File: config.mk
export PLATFORM = sky130hd
export DESIGN_NAME = mem_access_unit
export DESIGN_NICKNAME = d
export VERILOG_FILES = /design/src/rtl/mem_access_unit.sv
export SDC_FILE = /design/constraint.sdc
export NUM_CORES = 1
export LEC_CHECK = 0
export ABC_AREA = 0
export CAP_MARGIN = 15
export CORE_AREA = 2 2 147 149
export CTS_CLUSTER_DIAMETER = 80
export CTS_CLUSTER_SIZE = 16
export DETAILED_ROUTE_END_ITERATION = 10
export DIE_AREA = 0 0 149 151
export HOLD_SLACK_MARGIN = 0.03
export PLACE_DENSITY = 0.51
export SLEW_MARGIN = 20
export SYNTH_ARGS = -nofsm -noshare
export SYNTH_HDL_FRONTEND = slang
export SYNTH_SLANG_ARGS = --single-unit
File: constraint.sdc
create_clock -name clk -period 7 [get_ports clk]
set_input_delay 2.1 -clock clk [delete_from_list [all_inputs] [get_ports clk]]
set_output_delay 2.1 -clock clk [all_outputs]
set_load 0.05 [all_outputs]
File: src/rtl/mem_access_unit.sv
// MEM-stage load/store engine: issues one bus transaction per memory op,
// steers store lanes, sign/zero-extends load data into dataR and holds
// stall_mem until the result is ready.
// Optional bus watchdog: define MEM_TIMEOUT_EN (limit set by TIMEOUT_CYC).
module mem_access_unit #(
  parameter int unsigned TIMEOUT_CYC = 255
) (
  input  logic        clk,
  input  logic        rst,
  input  logic        mem_read_exe,
  input  logic        mem_write_exe,
  input  logic [2:0]  funct3_exe,
  input  logic [31:0] addr_exe,
  input  logic [31:0] wdata_exe,
  output logic        stall_mem,
  output logic [31:0] dataR,
  output logic        misalign_err,
  output logic        access_err,
  output logic        bus_req,
  output logic        bus_we,
  output logic [31:0] bus_addr,
  output logic [3:0]  bus_be,
  output logic [31:0] bus_wdata,
  input  logic        bus_gnt,
  input  logic        bus_rvalid,
  input  logic [31:0] bus_rdata
);

  typedef enum logic [1:0] {IDLE, REQ, WAIT, DONE} state_t;

  state_t      state;
  logic        op_req;
  logic        f3_illegal;
  logic        misaligned;
  logic [3:0]  be_next;
  logic [31:0] wdata_next;
  logic        op_we;
  logic [2:0]  op_f3;
  logic [1:0]  op_lane;
  logic [7:0]  rbyte;
  logic [15:0] rhalf;
  logic [31:0] load_fmt;

  assign op_req     = mem_read_exe | mem_write_exe;
  assign f3_illegal = (funct3_exe == 3'b011) | (funct3_exe[2:1] == 2'b11);
  assign misaligned = ((funct3_exe[1:0] == 2'b01) & addr_exe[0]) |
                      ((funct3_exe[1:0] == 2'b10) & (|addr_exe[1:0]));
  assign stall_mem  = (state == REQ) | (state == WAIT) | ((state == IDLE) & op_req);

  always_comb begin
    be_next    = '1;
    wdata_next = '0;
    if (mem_write_exe) begin
      case (funct3_exe[1:0])
        2'b00: begin
          be_next    = 4'b0001 << addr_exe[1:0];
          wdata_next = {4{wdata_exe[7:0]}};
        end
        2'b01: begin
          be_next    = 4'b0011 << addr_exe[1:0];
          wdata_next = {2{wdata_exe[15:0]}};
        end
        default: wdata_next = wdata_exe;
      endcase
    end
  end

  always_comb begin
    case (op_lane)
      2'd0:    rbyte = bus_rdata[7:0];
      2'd1:    rbyte = bus_rdata[15:8];
      2'd2:    rbyte = bus_rdata[23:16];
      default: rbyte = bus_rdata[31:24];
    endcase
    rhalf = op_lane[1] ? bus_rdata[31:16] : bus_rdata[15:0];
    case (op_f3)
      3'b000:  load_fmt = {{24{rbyte[7]}}, rbyte};
      3'b001:  load_fmt = {{16{rhalf[15]}}, rhalf};
      3'b100:  load_fmt = {24'd0, rbyte};
      3'b101:  load_fmt = {16'd0, rhalf};
      default: load_fmt = bus_rdata;
    endcase
  end

`ifdef MEM_TIMEOUT_EN
  localparam int unsigned WD_W = ($clog2(TIMEOUT_CYC + 1) > 8) ? $clog2(TIMEOUT_CYC + 1) : 8;
  logic [WD_W-1:0] wd_cnt;
  logic            wd_expired;

  assign wd_expired = (wd_cnt == WD_W'(TIMEOUT_CYC - 1));

  always_ff @(posedge clk or posedge rst) begin
    if (rst)
      wd_cnt <= '0;
    else if (state == IDLE)
      wd_cnt <= '0;
    else if ((state == REQ) || (state == WAIT))
      wd_cnt <= wd_cnt + WD_W'(1);
  end
`else
  assign access_err = 1'b0;
`endif

  always_ff @(posedge clk or posedge rst) begin
    if (rst) begin
      state        <= IDLE;
      bus_req      <= 1'b0;
      bus_we       <= 1'b0;
      bus_addr     <= '0;
      bus_be       <= '0;
      bus_wdata    <= '0;
      dataR        <= '0;
      misalign_err <= 1'b0;
      op_we        <= 1'b0;
      op_f3        <= '0;
      op_lane      <= '0;
`ifdef MEM_TIMEOUT_EN
      access_err   <= 1'b0;
`endif
    end else begin
      misalign_err <= 1'b0;
`ifdef MEM_TIMEOUT_EN
      access_err   <= 1'b0;
`endif
      case (state)
        IDLE: begin
          if (op_req) begin
            if (f3_illegal | misaligned) begin
              state        <= DONE;
              misalign_err <= 1'b1;
              dataR        <= '0;
            end else begin
              state     <= REQ;
              bus_req   <= 1'b1;
              bus_we    <= mem_write_exe;
              bus_addr  <= {addr_exe[31:2], 2'b00};
              bus_be    <= be_next;
              bus_wdata <= wdata_next;
              op_we     <= mem_write_exe;
              op_f3     <= funct3_exe;
              op_lane   <= addr_exe[1:0];
            end
          end
        end
        REQ: begin
          if (bus_gnt) begin
            state   <= WAIT;
            bus_req <= 1'b0;
          end
        end
        WAIT: begin
          if (bus_rvalid) begin
            state <= DONE;
            dataR <= op_we ? '0 : load_fmt;
          end
        end
        default: state <= IDLE;
      endcase
`ifdef MEM_TIMEOUT_EN
      // A handshake arriving in the final cycle still wins over the timeout.
      if (wd_expired && (((state == REQ) && !bus_gnt) ||
                         ((state == WAIT) && !bus_rvalid))) begin
        state      <= DONE;
        access_err <= 1'b1;
        dataR      <= '0;
        bus_req    <= 1'b0;
      end
`endif
    end
  end

endmodule

== After elaboration in Yosys (flattened, before gate mapping) ==
Index checks and enable logic that the tools add are counted.

* Equality and inequality tests: 16
* Shift-type cells: 2
* Muxes and demuxes: 24
* Bitwise logic cells: 10
* Reductions and logical operators: 11

{| class="wikitable"
|+ Operators by type and width
! kind !! count
|-
| $mux W32 || 5
|-
| $pmux W32 S2 || 2
|-
| $pmux W32 S4 || 1
|-
| $pmux W8 S3 || 1
|-
| $mux W16 || 1
|-
| $eq A2 B2 Y1 const B || 4
|-
| $mux W2 || 4
|-
| $ne A2 B2 Y1 const B || 4
|-
| $pmux W4 S2 || 1
|-
| $reduce_and A4 Y1 || 2
|-
| $eq A2 B1 Y1 const B || 3
|-
| $eq A3 B3 Y1 const B || 2
|-
| $logic_not A2 Y1 || 3
|-
| $mux W1 || 6
|-
| $or A1 B1 Y1 || 6
|-
| $pmux W2 S3 || 1
|-
| $reduce_and A3 Y1 || 2
|-
| $mux W4 || 1
|-
| $reduce_bool A2 Y1 || 2
|-
| $shl A1 B2 Y4 const A || 1
|-
| $shl A2 B2 Y4 const A || 1
|-
| $and A1 B1 Y1 || 3
|-
| $eq A3 B1 Y1 const B || 1
|-
| $eq A3 B2 Y1 const B || 1
|-
| 5 further kinds || 5
|}

* Bits in registers: 108
* Bits of input ports: 105
* Output and inout port bits: 105

== Depth between registers and ports, before layout ==
Gate-level depths: netlist (run 1).

* Word-level depth: 7
* Depth in mapped cells: 8
* Depth with buffers taken out: 6

== Worst setup path before layout (run 1) ==
No wires, ideal clock.

* Path type: in2out
* Start point: input port mem_write_exe
* End point: output port stall_mem
* Data arrival time: 2.621 ns
* Required time: 4.900 ns
* Path slack: 2.279 ns
* Stages: 2
* Path through: o21ai_0 nand2b_1

* Word-level cells in the longest chain between the ends: 3

{| class="wikitable"
|+ Ends and longest elaborated chain
! what !! RTL line !! text
|-
| start, declared || 11 || <nowiki>input logic mem_write_exe,</nowiki>
|-
| $or A1 B1 Y1 || 44 || <nowiki>assign op_req = mem_read_exe | mem_write_exe;</nowiki>
|-
| $and A1 B1 Y1 || 48 || <nowiki>assign stall_mem = (state == REQ) | (state == WAIT) | ((state == IDLE) & op_req);</nowiki>
|-
| $or A1 B1 Y1 || 48 ||
|-
| end, declared || 15 || <nowiki>output logic stall_mem,</nowiki>
|}

No other way between the ends.

== Final worst setup path (run 1) ==
Ends and elaborated chain as after synthesis.

==> results.json, run 1 <==
{
  "vias_per_cell": 4.70,
  "met3_usage": 0.0473,
  "areaGrowthSynthToFinish_pct": 51.1,
  "die_h_um": 151,
  "hold_depth": 2,
  "diodes": 0,
  "met1_usage": 0.190,
  "status": "finished clean",
  "cts-htree-levels": 3,
  "antenna_found_initial": 0,
  "wl_per_cell_um": 17.8,
  "n_fill_cell": 2082,
  "synth_area_leaders": "dfrtp_1, mux2_2, mux2i_1",
  "setup_slack_ns": 1.10,
  "start_kind": "primary input",
  "gp_congestion": 0.768,
  "final.setup_skew_ns": 0.00878,
  "worstPathRequired_ns": 4.90,
  "port_buffers": 206,
  "synth_edf_count": 0,
  "wl_mm": 16.6,
  "yosysSeqAreaShare": 0.524,
  "grt_pass1_wl_mm": 25.7,
  "ys_ff_latch": 108,
  "grt_pass1_vias": 4517,
  "rr_worst_depth": 4,
  "drive_gt1_frac": 0.0986,
  "cts_tree": "yes",
  "pin_count": 210,
  "via_count": 4389,
  "nets": 765,
  "ys.flop_type": "dfrtp_1",
  "fin_crit_sh": 0.843,
  "dp.final_hpwl_mm": 12.1,
  "critPathCaptureType": "output pin",
  "slew_headroom": 0.381,
  "final.min_clock_period_ns": 5.90,
  "grt_overflow": 0,
  "synth_area_um2": 5160,
  "hold_buffers": 0,
  "hold_viol_final": 0,
  "coreArea_um2": 20800,
  "clock-sinks": 108,
  "postSynth.asyncResetShare": 1.00,
  "multiInputGateArea_um2": 2300,
  "met2_usage": 0.246,
  "start_util": 0.248,
  "track_usage": 0.148,
  "final_util": 0.374,
  "num_rows": 53,
  "cts_inserted_buffers": 9,
  "cts_root_buf": "clkbuf_16",
  "drt-pass1-iter-count": 5,
  "synth_cell_types": 50,
  "worstPathMaxFanout": 7,
  "fmax_mhz": 169,
  "ir_drop_mv": 0.217,
  "tightest_slew_ns": 0.925,
  "grt_max_degree": 71,
  "post_cts_buffers": 0,
  "hp-class": "flip-flop to flip-flop",
  "yosys.area.top_type_share": 0.524,
  "setup-tns-final_ns": 0,
  "critPathKind": "primary input to output pin",
  "drt_iter0_drc": 131,
  "p_leak_nw": 3.22,
  "clockBufferDepth": 2,
  "dieArea_um2": 22500,
  "rsz0062_at_grt": "false",
  "drc": 0,
  "die_w_um": 149,
  "clock_latency_ns": 0.35,
  "ys_warn_count": 0,
  "setup_violations": 0,
  "cts_repair_resize_count": 0,
  "seqCellArea_um2": 2700,
  "place_ws_ns": 1.08,
  "yosysTopAreaCell": "dfrtp_1",
  "syn_inst": 464,
  "cts.clk_slew.worst_paths_ns": 0.07,
  "max_cap_viol_count": 0,
  "regToRegSetupSlack_ns": 4.30,
  "top_usage_layer": "met2",
  "power.density_nw_per_um2": 511,
  "slew_viol_final": 0,
  "avgSynthCellArea_um2": 11.1,
  "ant_nets": 0,
  "worstPathArrival_ns": 3.80
}
worst max-delay path: stages:
cell and delay [ns]:
clkdlybuf4s50_1 0.62, o21ai_0 0.17, nand2b_1 0.11, clkdlybuf4s50_1 0.80
cells in the final DEF, fill, tap and decap left out, types with 2 or more instances in the layout:
| cell | count |
|---|---|
| nor2_1 | 16 |
| o22a_1 | 6 |
| nand2b_1 | 20 |
| mux2_2 | 38 |
| bufinv_16 | 2 |
| conb_1 | 3 |
| mux2i_1 | 32 |
| clkdlybuf4s50_1 | 206 |
| ha_1 | 4 |
| nor3b_1 | 2 |
| a2bb2oi_1 | 3 |
| inv_1 | 5 |
| o21bai_1 | 2 |
| a22o_1 | 25 |
| o22ai_1 | 2 |
| o211ai_1 | 8 |
| nor3_1 | 2 |
| a21oi_1 | 12 |
| o31ai_1 | 7 |
| nand3_1 | 2 |
| nand4_1 | 8 |
| o21ai_0 | 41 |
| o32a_1 | 2 |
| nor2b_1 | 6 |
| buf_4 | 7 |
| clkbuf_16 | 9 |
| and2_1 | 7 |
| nand2_1 | 51 |
| dfrtp_1 | 108 |
area by class of cell:
cell class	count	area share
inverter	6	0.00321
clock buffer	10	0.0294
multi-input combinational	318	0.295
sequential	108	0.347
tap	275	0.0442
clock inverter	4	0.00980
timing repair buffer	213	0.271
synth_stat cells, types with 12 or more instances:
master    instances
clkbuf_1         13
nand2_1          51
a22o_1           25
mux2_2           38
o21ai_0          41
mux2i_1          32
dfrtp_1         108
buf_2            13
a21oi_1          12
nor2_1           16
nand2b_1         20
power by group:
group / switching, mW / internal [mW] / leakage (nW)
Sequential: 0.199 / 0.907 / 1.36
Combinational: 1.50 / 0.830 / 1.72
Clock: 0.236 / 0.311 / 0.145
Total: 1.94 / 2.05 / 3.22
registers in the layout, indices dropped and copies added (netlist names):
| signal | flops |
|---|---|
| bus_wdata | 32 |
| dataR | 32 |
| bus_addr | 30 |
| bus_be | 4 |
| op_f3 | 3 |
| op_lane | 2 |
| state | 2 |
| bus_req | 1 |
| misalign_err | 1 |
| op_we | 1 |
routing by layer:
metal  share of wire  vias to the layer above
met5               0                        -
met4          0.0098                        0
met3           0.076                        9
met2            0.49                      147
met1            0.43                     2179
li1                -                     2054
cell families (layout without fill, tap and decap cells):
kind of cell               after synthesis  in the layout  share of synthesized area
other                                    1              3                   0.000727
muxes                                   70             70                      0.145
AOI/OAI and AO/OA                      121            121                      0.166
adders and majority gates                4              4                    0.00970
and+or+nand+nor                        120            120                      0.117
buffers and inverters                   40            233                     0.0369
DFF                                    108            108                      0.524
stage by stage:
step	std cells	cell area, um2	total power [mW]	hold WS [ns]
detailed placement	920	7490	3.47	0.470
global placement	920	7490	3.44	0.467
finish	934	7790	3.99	0.479
floorplan	466	5160	2.65	0.528
global route	934	7790	4.20	0.515
CTS	934	7790	4.04	0.487
path summary, 6_finish.rpt:
kind                                  to     startpoint
max                            stall_mem  mem_write_exe
min                        bus_wdata[13]  bus_wdata[13]
max reg2reg                    dataR[29]     op_lane[1]
min reg2reg                bus_wdata[13]  bus_wdata[13]
max in group asynchronous   bus_wdata[7]            rst
min in group asynchronous   bus_addr[24]            rst
Note: power is estimated with default switching activity, not from simulation.
==> run 2: changes to the inputs <==
==> constraint.sdc (replaced) <==
create_clock -name clk -period 5.9 [get_ports clk]
set_input_delay 1.77 -clock clk [delete_from_list [all_inputs] [get_ports clk]]
set_output_delay 1.77 -clock clk [all_outputs]
set_load 0.05 [all_outputs]
==> run 2 against run 1 <==
Sequential power is 20% higher. Clock power is 11% higher. Combinational power is 18% higher. Critical path type unchanged. Largest cell class unchanged.
==> results.json, run 2 (synthesis results as in run 1) <==
{
  "setup-tns-final_ns": 0,
  "pin_count": 210,
  "crit_family": "buffers and inverters",
  "fin_crit_sh": 0.893,
  "timing.hold.ws_ns": 0.482,
  "gp_congestion": 0.772,
  "die_w_um": 149,
  "wl_mm": 17.0,
  "die_h_um": 151,
  "cts_root_buf": "clkbuf_16",
  "nets": 765,
  "place_area_um2": 7490,
  "rr_worst_depth": 4,
  "hp-class": "flip-flop to flip-flop",
  "fmax_mhz": 190,
  "clock-sinks": 108,
  "regToRegSetupSlack_ns": 3.17,
  "ant_nets": 0,
  "grt_pass1_wl_mm": 26.2,
  "clock_latency_ns": 0.36,
  "wl_per_cell_um": 18.1,
  "final.setup_skew_ns": 0.0133,
  "num_rows": 53,
  "path_cells": "clkdlybuf4s50_1, o21ai_0, nand2b_1, clkdlybuf4s50_1",
  "rr_startpoint": "op_lane[1]",
  "path_buf_inv": 2,
  "placed_cells": 920,
  "grt_max_degree": 69,
  "cts-htree-levels": 3,
  "top_regs": "bus_wdata x32, dataR x32, bus_addr x30",
  "finalInstanceArea_um2": 7770,
  "drt_iter0_drc": 237,
  "final_util": 0.373,
  "status": "finished clean",
  "p_comb_frac": 0.585,
  "final_common_cell": "clkdlybuf4s50_1",
  "p_leak_nw": 3.22,
  "layout.cells.non_filler": 936,
  "setup_slack_ns": 0.633,
  "start_kind": "primary input",
  "port_buffers": 206,
  "slowest_stage": "clkdlybuf4s50_1",
  "slew_viol_final": 0,
  "place_ws_ns": 0.639,
  "cts_tree": "yes",
  "antenna_found_initial": 0,
  "dp.final_hpwl_mm": 12.3,
  "via_count": 4396,
  "rsz0062_at_grt": "false",
  "timing.rr.end": "dataR[29]",
  "grt_pass1_vias": 4510,
  "drc": 0,
  "vias_per_cell": 4.70,
  "power.density_nw_per_um2": 603,
  "p_sw_mw": 2.32,
  "drive_gt1_frac": 0.101,
  "seq_power_share": 0.285,
  "hp-start": "bus_wdata[29]",
  "slowest_delay_ns": 0.80,
  "worstPathArrival_ns": 3.50,
  "cts_repair_resize_count": 0,
  "coreArea_um2": 20800,
  "drt-pass1-iter-count": 4,
  "post_cts_buffers": 0,
  "layout_common_cells": "clkdlybuf4s50_1, dfrtp_1, nand2_1",
  "setup_violations": 0,
  "final.min_clock_period_ns": 5.27,
  "cts_inserted_buffers": 9,
  "ir_drop_mv": 0.239,
  "hold_viol_final": 0,
  "cts.clk_slew.worst_paths_ns": 0.07,
  "critPathKind": "primary input to output pin",
  "min_to": "bus_wdata[29]",
  "diodes": 0,
  "swShare": 0.496,
  "power_frac_clock": 0.130,
  "tightest_slew_ns": 1.01,
  "critPathCaptureType": "output pin",
  "worstPathMaxFanout": 7,
  "fin_total_pwr_mw": 4.69,
  "worstPathRequired_ns": 4.13,
  "slew_headroom": 0.327,
  "power.internal_mw": 2.36,
  "hold_depth": 2,
  "cp_common_cell": "clkdlybuf4s50_1",
  "areaGrowthSynthToFinish_pct": 50.8,
  "start_util": 0.248,
  "track_usage": 0.151,
  "hold_buffers": 0,
  "max_cap_viol_count": 0,
  "grt_overflow": 0,
  "dieArea_um2": 22500,
  "clockBufferDepth": 2
}
## run 2: final cells by class
class / instances / area [um2]
Multi-Input combinational cell: 318 / 2300
Timing Repair Buffer: 213 / 2110
Inverter: 6 / 25.0
Clock inverter: 5 / 46.3
Sequential cell: 108 / 2700
Clock buffer: 11 / 243
Fill cell: 2056 / 13000
Tap cell: 275 / 344
## run 2: worst min-delay path: cells and delay by family (launching register included)
kind | cells | cell delay (ns)
compound gates | 1 | 0.06
flops | 1 | 0.35
simple gates | 1 | 0.04
## run 2: metal layers
| metal | wire (um) | global-route usage |
|---|---|---|
| met3 | 1180 | 0.0395 |
| met4 | 217 | 0.0400 |
| met5 | 0 | 0 |
| met2 | 8100 | 0.248 |
| met1 | 7470 | 0.197 |
## run 2: how the worst max path moves through the flow
stage                   from            to  slack, ns  cells past startpoint
2_1_floorplan            rst  bus_addr[10]       1.28                      1
3_3_place_gp   mem_write_exe     stall_mem       0.65                      4
3_5_place_dp   mem_write_exe     stall_mem       0.64                      4
4_1_cts        mem_write_exe     stall_mem       0.64                      4
5_1_grt        mem_write_exe     stall_mem       0.53                      4
6_report       mem_write_exe     stall_mem       0.63                      4
## run 2: power by group through the flow
stage	combinational [mW]	clock (mW)	sequential, mW
floorplan	0.789	0	2.35
global placement	2.74	0	1.34
detailed placement	2.77	0	1.35
CTS	2.77	0.633	1.34
global route	2.89	0.662	1.39
finish	2.74	0.609	1.33
==> variant (flow settings as in run 2) <==
Add a define of `MEM_TIMEOUT_EN`.
--- a/src/rtl/mem_access_unit.sv
+++ b/src/rtl/mem_access_unit.sv
@@ -2,6 +2,8 @@
 // steers store lanes, sign/zero-extends load data into dataR and holds
 // stall_mem until the result is ready.
 // Optional bus watchdog: define MEM_TIMEOUT_EN (limit set by TIMEOUT_CYC).
+`define MEM_TIMEOUT_EN
+
 module mem_access_unit #(
   parameter int unsigned TIMEOUT_CYC = 255
 ) (
Behaviour: no difference found for any inputs over 4 cycles, from zero or initial values and one cycle with rst high; that may be too few to reach the edited logic, so the function may still have changed.
==> variant against run 2 <==
  * Sequential share of layout area fell by 0.69 points
  * Synthesized cell count rose by 5.2%
  * Non-clock buffer count did not move
  * Utilization rose by 3.9 points
  * Worst setup slack got worse by 0.030 ns
  * Power rose by 16%
  * Wire length rose by 3.9%
  * Die area did not move
  * Final area rose by 11%
  * Area after synthesis rose by 10%
  * Count of clock-buffer cells in the layout rose by 10
  * Sequential power rose by 8%
  * Clock skew fell by 0.0014 ns
  * Sequential cell count rose by 9
==> variant: results <==
group,metric,value,unit
finish,nFillCells,2018,
yosys,ys_seq_area_share,51.6,%
timing,clock_skew,0.0119,ns
clocking,ctsHtreeMaxLevel,4,
placement,globalplace.congestion,0.766,
placement,portBuffers,207,
placement,post-place-cells,941,
worst_setup_path,reg2regPathDepth,7,
power_and_ir_drop,cellLeakagePower,3.56,nW
timing,relSlewSlack,27.3,%
yosys,synthDistinctLibCells,55,
worst_setup_path,cp.arrival,3.53,ns
yosys,synth_compound_area_share,19.0,%
yosys,netlist_instances,488,
finish,fin_nets,796,
yosys,synth_adder_area_share,1.32,%
worst_setup_path,path_max_fanout,5,
finish,drive_above_1_share,14.3,%
drt,num_vias,4696,
drt,totalWireLength,17600,um
clocking,clk_latency,0.41,ns
power_and_ir_drop,internal_power,2.91,mW
worst_setup_path,r2r_slack,2.99,ns
hold_path,min_from,"bus_wdata[8]",
clocking,cts_buffers,17,
power_and_ir_drop,ir_drop,0.324,mV
drt,drt-initial-drc-count,256,
grt,grt_pass1_vias,4896,
yosys,synth_xor_xnor_area_share,0.309,%
yosys,synth_common_cells,"117 x dfrtp_1, 44 x mux2_2, 36 x nand2_1, 34 x o21ai_0, 27 x mux2i_1",
grt,track_usage,15.8,%
grt,grt_pass1_wl,27400,um
grt,grt_max_degree,56,
drt,via_per_inst,4.83,
yosys,synthTopCellsByArea,"dfrtp_1 52%, mux2_2 8.7%, mux2i_1 4.8%, o21ai_0 3.0%, a32o_1 2.8%",
status,status,"completed",
hold_path,holdPathEnd,"bus_wdata[8]",
yosys,synth_mux_area_share,13.9,%
placement,place_hpwl,12700,um
==> variant: changes by cell type after synthesis, sizes merged, moves of 8 or more <==
cell / before / now
dfrtp: 108 / 117
o21ai: 42 / 34
a22o: 25 / 17
a32o: 0 / 16
nand2: 51 / 36
==> variant: through the flow <==
stage                     instance area [um^2]  total power, mW
final                                     8590             5.42
after CTS                                 8590             5.48
after global placement                    7960             4.32
after global routing                      8590             5.71
after floorplan                           5680             3.40
after detailed placement                  7970             4.35
==> variant: per-layer routing <==
metal	GRT usage, %	part of all wire (%)	vias to the layer above
li1	-	-	2208
met1	19.9	43	2318
met2	26.0	49	156
met3	4.82	6.9	14
met4	4.95	1.2	0
met5	0	0	-
==> variant: power groups by stage <==
stage          combinational (mW)  clock [mW]  sequential [mW]
2_1_floorplan               0.948           0             2.45
3_3_place_gp                 2.89           0             1.43
3_5_place_dp                 2.91           0             1.45
4_1_cts                      2.92        1.12             1.44
5_1_grt                      3.05        1.16             1.49
6_report                     2.89        1.09             1.44
==> variant: cell type report <==
class | instances | share of cell area [%]
Multi-Input combinational cell | 329 | 29.6
Clock buffer | 21 | 5.59
Timing Repair Buffer | 213 | 24.6
Clock inverter | 11 | 1.72
Inverter | 7 | 0.335
Sequential cell | 117 | 34.1
Tap cell | 275 | 4.00
==> variant: critical path: stages <==
cell	delay (ns)
clkdlybuf4s50_1	0.57
o21ai_0	0.21
nand2b_1	0.16
clkdlybuf4s50_1	0.81
==> variant: cell families (layout without fill, tap and decap cells) <==
group           after synthesis  count (layout)
compound gates              138             138
other cells                   1               2
flops                       117             117
mux                          72              72
simple gates                109             109
xor+xnor                      2               2
buf+inv                      43             252
fa+ha+maj                     6               6
